`src/rtl/freq_div_prog.sv`:
```
// rtl/freq_div_prog.sv - runtime-programmable integer clock-enable divider
module freq_div_prog #(
    parameter int DIV_W   = 8,
    parameter int DIV_RST = 2
) (
    input  logic             clk,
    input  logic             rst,
    input  logic             en,
    input  logic [DIV_W-1:0] div,
    input  logic             div_load,
    output logic             Q,
    output logic             tick,
    output logic             load_ack,
    output logic [DIV_W-1:0] cnt
);

    localparam logic [DIV_W-1:0] L_N_RST = DIV_W'(DIV_RST);
    localparam logic [DIV_W-1:0] L_TWO   = DIV_W'(2);
    localparam logic [DIV_W-1:0] L_ONE   = DIV_W'(1);

    // High-phase length ceil(n/2); written as (n>>1)+n[0] so it never overflows DIV_W.
    function automatic logic [DIV_W-1:0] f_high(input logic [DIV_W-1:0] n);
        return (n >> 1) + {{(DIV_W-1){1'b0}}, n[0]};
    endfunction

    logic [DIV_W-1:0] r_n;
    logic [DIV_W-1:0] r_h;
    logic [DIV_W-1:0] r_p;
    logic             r_pv;
    logic [DIV_W-1:0] r_cnt;
    logic             r_q;
    logic             r_tick;
    logic             r_ack;

    logic             w_last;
    logic             w_wrap;
    logic             w_apply;
    logic [DIV_W-1:0] w_cnt_inc;
    logic [DIV_W-1:0] w_div_clamped;

    assign w_last        = (r_cnt == (r_n - L_ONE));
    assign w_wrap        = en && w_last;
    // A pending divisor is only swapped in at a wrap, so no phase is ever truncated.
    assign w_apply       = w_wrap && r_pv;
    assign w_cnt_inc     = r_cnt + L_ONE;
    assign w_div_clamped = (div < L_TWO) ? L_TWO : div;

    // Phase counter and divided output; reset parks on the last phase so the first enabled edge wraps.
    always_ff @(posedge clk) begin
        if (rst) begin
            r_cnt <= L_N_RST - L_ONE;
            r_q   <= 1'b0;
        end else if (w_wrap) begin
            r_cnt <= '0;
            r_q   <= 1'b1;
        end else if (en) begin
            r_cnt <= w_cnt_inc;
            r_q   <= (w_cnt_inc < r_h);
        end
    end

    // Period-start and load-acknowledge strobes, one cycle each.
    always_ff @(posedge clk) begin
        if (rst) begin
            r_tick <= 1'b0;
            r_ack  <= 1'b0;
        end else begin
            r_tick <= w_wrap;
            r_ack  <= w_apply;
        end
    end

    // Active divisor and its cached high length, updated only at a wrap with a pending load.
    always_ff @(posedge clk) begin
        if (rst) begin
            r_n <= L_N_RST;
            r_h <= f_high(L_N_RST);
        end else if (w_apply) begin
            r_n <= r_p;
            r_h <= f_high(r_p);
        end
    end

    // Pending load capture; a load on the applying wrap becomes the next pending value.
    always_ff @(posedge clk) begin
        if (rst) begin
            r_p  <= '0;
            r_pv <= 1'b0;
        end else if (div_load) begin
            r_p  <= w_div_clamped;
            r_pv <= 1'b1;
        end else if (w_apply) begin
            r_pv <= 1'b0;
        end
    end

    assign Q        = r_q;
    assign tick     = r_tick;
    assign load_ack = r_ack;
    assign cnt      = r_cnt;

endmodule

```
`config.mk`:
```
export PLATFORM = sky130hd
export DESIGN_NAME = freq_div_prog
export DESIGN_NICKNAME = d
export VERILOG_FILES = /design/src/rtl/freq_div_prog.sv
export SDC_FILE = /design/constraint.sdc
export NUM_CORES = 1
export LEC_CHECK = 0
export ABC_AREA = 1
export CORE_ASPECT_RATIO = 1.2
export CORE_UTILIZATION = 50
export CTS_BUF_LIST = sky130_fd_sc_hd__clkbuf_8
export CTS_CLUSTER_SIZE = 12
export DETAILED_ROUTE_END_ITERATION = 16
export PLACE_DENSITY = 0.81
export RECOVER_POWER = 50
export SKIP_CTS_REPAIR_TIMING = 1
export SYNTH_ARGS = -nofsm -noshare
export SYNTH_HDL_FRONTEND = slang
export SYNTH_SLANG_ARGS = --single-unit
export TNS_END_PERCENT = 20
```
`constraint.sdc`:
```
create_clock -name clk -period 2 [get_ports clk]
set_input_delay 0.4 -clock clk [delete_from_list [all_inputs] [get_ports clk]]
set_output_delay 0.4 -clock clk [all_outputs]
set_load 0.03 [all_outputs]
```
==> results.cfg, run 1 <==
[timing]
maxSlewHeadroom = 0.621
fin_crit_sh = 0.986
finalCriticalPeriod_ns = 1.97
maxSlewViolCount = 0
finalWorstSetupSlack_ns = 0.0278
worst_pin_slew_ns = 0.568
max_freq_ghz = 0.507
setup_viol = 0
rsz0062_at_grt = true
final-hold-violation-count = 0
fin_skew_ns = 0.00490

[die]
initial_core_util = 0.531
core-area_um2 = 4040
io_pins = 23
row_count = 25
die_w_um = 61.8
die_area_um2 = 4550
die_h_um = 73.7

[logic_synthesis]
avgSynthCellArea_um2 = 6.53
synthTopCellsByArea = dfxtp_1 (34%), nand2_1 (15%), nor2_1 (8.6%)
ys_seq_area_frac = 0.336
synth_area_um2 = 2140
syn_inst = 328
synth_top_area_frac = 0.336
synth_cell_types = 28
async_reset_ff_frac = 0
ys_seq_elements = 36
synth_area_leader_cell = dfxtp_1
syn_nets = 351
ys_warn_count = 0
synth_edf_count = 0
synth_ff_type = dfxtp_1

[cells_and_area]
nFillCells = 337
num_antenna_cells = 0
fin_nets = 394
finish.instance_area_um2 = 2770
final_layout_size_suffix_gt1_frac = 0.172
final_util = 0.687
area_growth_syn_to_layout_pct = 29.3

[drt]
postRouteWirelength_um = 5280
viasPerCell = 5.15
vias = 2194
wl_per_cell_um = 12.4
dr.pass1.iters = 4
drtAntennaViolNets = 0
drc = 0
dr.first_iter.drc_count = 143

[cts]
clkTransAtPathRegs_ns = 0.07
clkSinkCount = 36
clockBufferDepth = 2
cts_buffers = 5
insertion_delay_ns = 0.29
htreeDepth = 2
ctsRootBufferMaster = clkbuf_8
cts_tree = yes

[placement]
place_congestion = 0.873
place_ws_ns = -0.154
placed_area_um2 = 2570
dp_hpwl_um = 3860
io_buffers = 22

[run]
maxCapViolations = 0

[grt]
grt_pass1_vias = 1974
grt_pass1_wl_um = 8540
overflow = 0
antenna_found_initial = 0
grt_max_degree = 26
grt_usage = 0.255

[power]
p_leak_nw = 1.35
ir_worst_vdd_uv = 539
powerDensity_nw_per_um2 = 816

[worst_setup_path]
cp.required_ns = 2.20
cp_max_fo = 2
startpoint_type = flip-flop
endpoint_kind = flip-flop
cp.arrival_ns = 2.17
critPathKind = flip-flop to flip-flop

[run_status]
outcome = finished clean

[worst_hold_path]
hold_path_class = flip-flop to flip-flop
[per-stage QoR]
| step | instances | hold slack (ns) | power, W | TNS, ns |
|---|---|---|---|---|
| final | 426 | 0.491 | 0.00226 | 0 |
| after global routing | 426 | 0.530 | 0.00241 | -0.482 |
| after CTS | 424 | 0.466 | 0.00219 | 0 |
| after detailed placement | 416 | 0.447 | 0.00167 | -2.50 |
| after global placement | 416 | 0.444 | 0.00164 | -1.51 |
| after floorplan | 328 | 0.429 | 0.00141 | 0 |
[cell type report]
type,count,area [um2],area share
clock inverter,2,7.51,0.00271
sequential,36,736,0.265
multi-input combinational,238,1330,0.479
timing repair buffer,41,363,0.131
inverter,49,186,0.0673
clock buffer,6,82.6,0.0298
tap,54,67.6,0.0244
[worst max-delay path, stage by stage (launching register included)]
cell	delay [ns]
dfxtp_4	0.36
inv_4	0.04
nor3_4	0.20
buf_4	0.15
xor2_2	0.17
inv_1	0.07
ha_1	0.30
nand2_1	0.05
o21a_1	0.18
o211ai_1	0.16
nand3_1	0.09
nand2_1	0.07
inv_1	0.03
[cell usage after synthesis, types with 2 or more instances]
master	instances
nand2_1	85
nor2_1	49
inv_1	41
dfxtp_1	36
nand3_1	24
o21ai_0	16
a21oi_1	12
ha_1	11
nand4_1	10
xor2_1	9
inv_2	7
clkbuf_1	4
xnor2_1	4
nor3_1	3
buf_2	2
nor2_2	2
nor2_4	2
[cell usage in the layout, fill, tap and decap left out, types with 6 or more instances in the layout]
cell type / Yosys / layout
o21ai_0: 16 / 16
inv_2: 7 / 12
clkdlybuf4s50_1: 0 / 15
xor2_1: 9 / 6
ha_1: 11 / 8
dfxtp_1: 36 / 30
buf_4: 0 / 17
clkbuf_8: 0 / 6
nand4_1: 10 / 10
nor2_1: 49 / 47
nand2_1: 85 / 83
a21oi_1: 12 / 12
dlygate4sd3_1: 0 / 7
nand3_1: 24 / 23
inv_1: 41 / 37
[cell families (layout without fill, tap and decap cells)]
family,after synthesis,in the layout,synth area share
flops,36,36,0.336
fa+ha+maj,11,11,0.0642
simple gates,180,182,0.365
buf+inv,56,98,0.103
compound gates,32,32,0.0782
xor+xnor,13,13,0.0531
[power by group]
group | internal (W) | switching [W]
Sequential | 0.000793 | 0.0000728
Clock | 0.000271 | 0.000254
Combinational | 0.000347 | 0.000523
[sequential cells by signal, summed over array words and instances, names as in the netlist]
name	count
r_h	8
load_ack	1
tick	1
r_p	8
r_pv	1
Q	1
r_n	8
cnt	8
[metal layers]
layer | global-route usage | part of all wire | vias up
li1 | - | - | 1128
met2 | 0.422 | 0.51 | 56
met5 | 0 | 0 | -
met4 | 0.111 | 0.028 | 0
met3 | 0.0493 | 0.039 | 11
met1 | 0.316 | 0.43 | 999
[worst paths after layout]
kind	slack [ns]	depth (start not counted)	to	start
worst max-delay path	0.03	12	Q	cnt[1]
worst min-delay path	0.49	2	r_h[0]	r_h[0]
worst max register to register	0.03	12	Q	cnt[1]
worst min register to register	0.49	2	r_h[0]	r_h[0]
(Power assumes the default switching activity.)
==> run 2, diff against run 1 <==
CORE_MARGIN = 10   (was default)
==> run 2 against run 1 <==
First-iteration DRC count is 20% higher; clock power decreased by 9.5%; sequential power barely moved; cell count is 0.23% higher; critical path depth unchanged; flip-flop and latch count stayed put; design area down 0.45%; clock skew grew 0.0050 ns; utilization down 2.9 points; critical endpoint unchanged; largest power group unchanged.
==> results.cfg, run 2 (same netlist as run 1, synthesis figures left out) <==
[worst_setup_path]
crit_buf_inv = 4
cp.arrival_ns = 2.17
slowest_stage = dfxtp_4
critPathTopFamily = simple AND/OR/NAND/NOR gates
reg2regPathDepth = 12
startpoint_type = flip-flop
reg2reg_slack_ns = 0.02
cp_slowest_stage_delay_ns = 0.36
cp_max_fo = 2
cp_cell_sequence = inv_4, nor3_4, buf_4, xor2_2, inv_1, ha_1, nand2_1, o21a_1, o211ai_1, nand3_1, nand2_1, inv_1
r2r-start = cnt[1]
endpoint_kind = flip-flop
r2r-end = Q
cp.required_ns = 2.19
critPathKind = flip-flop to flip-flop

[grt]
antenna_found_initial = 0
grt_pass1_wl_um = 9070
grt_usage = 0.151
overflow = 0
grt_max_degree = 26
grt_pass1_vias = 2016

[power]
ir_worst_vdd_uv = 522
comb_power_share = 0.395
pwr-share-seq = 0.391
powerDensity_nw_per_um2 = 802
internal_power_w = 0.00137
swShare = 0.380
p_clk_frac = 0.215
power_w = 0.00221
p_leak_nw = 1.35
switching_power_w = 0.000840

[cts]
cts_buffers = 5
clkSinkCount = 36
ctsRootBufferMaster = clkbuf_8
clockBufferDepth = 2
insertion_delay_ns = 0.29
cts_tree = yes
htreeDepth = 2
clkTransAtPathRegs_ns = 0.07

[placement]
dp_hpwl_um = 4070
place_congestion = 0.894
io_buffers = 22
placedCellCount = 417

[cells_and_area]
multi_input_area_um2 = 1330
layout_common_cells = nand2_1 (83), nor2_1 (47), inv_1 (39)
nFillCells = 377
layout.area.seq_um2 = 737
final_cells = 427
fin_nets = 394
area_growth_syn_to_layout_pct = 28.7
num_antenna_cells = 0
final_common_cell = nand2_1
final_layout_size_suffix_gt1_frac = 0.164

[worst_hold_path]
hold_path_class = flip-flop to flip-flop
holdPathStages = 2
hold_path_startpoint = r_h[0]
hold_end = r_h[0]

[drt]
dr.first_iter.drc_count = 171
vias = 2193
drtAntennaViolNets = 0
wl_per_cell_um = 12.8
dr.pass1.iters = 4
postRouteWirelength_um = 5460
drc = 0
viasPerCell = 5.14

[die]
row_count = 26
initial_core_util = 0.511
io_pins = 23
die_area_um2 = 7320
die_w_um = 79.8
die_h_um = 91.7
core-area_um2 = 4200

[timing]
maxSlewHeadroom = 0.642
max_freq_ghz = 0.505
setup_tns_ns = 0
fin_crit_sh = 0.990
finalCriticalPeriod_ns = 1.98
hold_ws_ns = 0.479
worst_pin_slew_ns = 0.536
final-hold-violation-count = 0
setup_viol = 0
maxSlewViolCount = 0
fin_skew_ns = 0.00988
rsz0062_at_grt = true

[run_status]
outcome = finished clean

[run]
maxCapViolations = 0
==> run 2: cell count changes in the layout (fill, tap and decap cells not counted), sizes merged <==
cell,delta
buf,-1
inv,-1
clkinv,+1
dlygate4sd3,-1
clkdlybuf4s50,+1
==> run 2: worst min-delay path: cells and delay by family, from the launching register on <==
family / cells / cell delay, ns
DFF: 1 / 0.34
and+or+nand+nor: 2 / 0.11
==> run 2: metrics by stage <==
| stage | setup slack [ns] | area, um2 | util |
|---|---|---|---|
| 6_report | 0.0201 | 2760 | 0.657 |
| 5_1_grt | -0.140 | 2760 | 0.657 |
| 4_1_cts | -0.0278 | 2640 | 0.629 |
| 3_5_place_dp | -0.163 | 2560 | 0.610 |
| 3_3_place_gp | -0.0805 | 2560 | 0.610 |
| 2_1_floorplan | 0.00381 | 2170 | - |
==> run 2: cell type report <==
class                   instances  area share
clock buffers                   5      0.0249
repair buffers                 41       0.131
clock inverters                 2     0.00317
inverters                      49      0.0676
flip-flops and latches         36       0.267
well taps                      56      0.0254
multi-input cells             238       0.481
==> run 2: worst max path at each step <==
stage	start	endpoint	cells after the start	slack, ns
after CTS	cnt[2]	Q	13	-0.03
final	cnt[1]	Q	12	0.02
after floorplan	cnt[2]	Q	13	0.004
after global routing	cnt[1]	Q	12	-0.14
after detailed placement	en	r_n[0]	10	-0.16
after global placement	en	r_n[0]	10	-0.08
==> run 2: power by group through the flow <==
stage | Clock (W) | Sequential (W) | Combinational (W)
after floorplan | 0 | 0.000916 | 0.000491
after global placement | 0 | 0.000868 | 0.000775
after detailed placement | 0 | 0.000870 | 0.000796
after CTS | 0.000486 | 0.000854 | 0.000802
after global routing | 0.000509 | 0.000873 | 0.000983
final | 0.000475 | 0.000864 | 0.000873
==> run 2: per-layer routing <==
metal / vias up / routed length [um] / GRT usage
li1: 1124 / - / -
met1: 984 / 2210 / 0.177
met2: 74 / 2790 / 0.258
met3: 11 / 340 / 0.0371
met4: 0 / 127 / 0.0559
met5: - / 0 / 0
==> run 3, diff against run 2 <==
PLACE_DENSITY = 0.78   (was 0.81)
SLEW_MARGIN = 5   (was default)
clock period = 2.1 ns   (was 2 ns; I/O delays follow)
==> run 3 against run 2 <==
Critical path depth stayed put; critical endpoint is now cnt[7]; maximum frequency fell by 1.2%; first-iteration DRC count rose by 0.58%; highest routed layer unchanged.
==> results.cfg, run 3 (same netlist as run 1, synthesis figures left out) <==
[die]
row_count = 26
die_h_um = 91.7
initial_core_util = 0.511
die_area_um2 = 7320
die_w_um = 79.8
core-area_um2 = 4200
io_pins = 23

[placement]
io_buffers = 22
dp_hpwl_um = 3860
place_congestion = 0.919

[drt]
drtAntennaViolNets = 0
drc = 0
vias = 2080
dr.pass1.iters = 4
postRouteWirelength_um = 5240
viasPerCell = 4.91
wl_per_cell_um = 12.3
dr.first_iter.drc_count = 172

[cells_and_area]
layout_common_cells = nand2_1 (85), nor2_1 (49), inv_1 (40)
area_growth_syn_to_layout_pct = 26.0
num_antenna_cells = 0
final_layout_size_suffix_gt1_frac = 0.136
final_common_cell = nand2_1
fin_nets = 390
final_util = 0.644

[timing]
rsz0062_at_grt = true
finalCriticalPeriod_ns = 2.00
hold_ws_ns = 0.502
fin_skew_ns = 0.00818
worst_pin_slew_ns = 0.526
fin_crit_sh = 0.954
final-hold-violation-count = 0
max_freq_ghz = 0.499
maxSlewHeadroom = 0.649
setup_viol = 0
maxSlewViolCount = 0

[worst_setup_path]
slowest_stage = dfxtp_2
critPathKind = flip-flop to flip-flop
r2r-start = r_n[1]
path_depth = 12
endpoint_kind = flip-flop
startpoint_type = flip-flop
cp_cell_sequence = inv_1, ha_4, nor2_1, nor2_1, nand3_1, nor2_1, nand3_2, nor2_4, nand2_1, nand2_1, buf_2, nor2_1
cp_max_fo = 7
reg2regPathDepth = 12
cp.required_ns = 2.28
reg2reg_slack_ns = 0.1
crit_buf_inv = 2
critPathTopFamily = simple AND/OR/NAND/NOR gates
endpoint = cnt[7]
startpoint = r_n[1]
cp_slowest_stage_delay_ns = 0.37
r2r-end = cnt[7]
cp.arrival_ns = 2.19
crit_top_cell = nor2_1

[run_status]
outcome = finished clean

[cts]
htreeDepth = 2
cts_tree = yes
ctsRootBufferMaster = clkbuf_8
clkSinkCount = 36
clockBufferDepth = 2
insertion_delay_ns = 0.29
cts_buffers = 5
clkTransAtPathRegs_ns = 0.08

[grt]
overflow = 0
grt_pass1_vias = 1959
antenna_found_initial = 0
grt_pass1_wl_um = 8600
grt_max_degree = 26
grt_usage = 0.144

[power]
p_leak_nw = 1.34
powerDensity_nw_per_um2 = 815
ir_worst_vdd_uv = 573

[worst_hold_path]
hold_path_class = flip-flop to flip-flop

[run]
maxCapViolations = 0
[run 3: cell types whose count changed in the layout (fill, tap and decap cells not counted), sizes merged]
cell and change:
dlygate4sd3 +4, clkinvlp +1, clkbuf -2, clkdlybuf4s50 -4, inv -1, bufinv +1
buf -2
[run 3: final cells by class]
| cell class | count | area (um2) |
|---|---|---|
| flip-flops and latches | 36 | 727 |
| inverters | 49 | 184 |
| clock buffers | 5 | 68.8 |
| clock inverters | 3 | 42.5 |
| well taps | 56 | 70.1 |
| repair buffers | 37 | 330 |
| multi-input cells | 238 | 1280 |
| fillers | 388 | 1500 |
[run 3: per-stage QoR]
| step | setup WS (ns) | instances | TNS (ns) | cell area, um2 | total power, W |
|---|---|---|---|---|---|
| floorplan | 0.00196 | 328 | 0 | 2150 | 0.00133 |
| global placement | -0.0119 | 412 | -0.0754 | 2520 | 0.00156 |
| detailed placement | -0.0859 | 412 | -0.759 | 2520 | 0.00157 |
| CTS | -0.0294 | 420 | -0.0294 | 2630 | 0.00218 |
| global route | -0.0678 | 424 | -0.393 | 2700 | 0.00236 |
| finish | 0.0960 | 424 | 0 | 2700 | 0.00220 |
[run 3: worst min-delay path by stage]
stage / from / to / slack, ns / cells after the start
global placement: r_h[0] / r_h[0] / 0.44 / 2
global route: r_n[1] / r_n[1] / 0.53 / 2
finish: r_n[1] / r_n[1] / 0.50 / 2
CTS: r_h[0] / r_h[0] / 0.47 / 2
floorplan: r_h[0] / r_h[0] / 0.43 / 2
detailed placement: r_h[0] / r_h[0] / 0.44 / 2
[run 3: layer usage]
metal | global-route usage | routed length (um)
met2 | 0.236 | 2590
met5 | 0 | 0
met3 | 0.0449 | 286
met1 | 0.170 | 2270
met4 | 0.0574 | 87
[run 3: power by group]
part | switching (W) | internal, W | total [W]
Combinational | 0.000477 | 0.000308 | 0.000785
Clock | 0.000248 | 0.000351 | 0.000599
Sequential | 0.0000631 | 0.000753 | 0.000816
[run 3: worst reg2reg max path: stages, from the launching register on]
cell and delay (ns):
dfxtp_2 0.37, inv_1 0.08, ha_4 0.28, nor2_1 0.04, nor2_1 0.09, nand3_1 0.07, nor2_1 0.14, nand3_2 0.09
nor2_4 0.23, nand2_1 0.13, nand2_1 0.10, buf_2 0.20, nor2_1 0.07
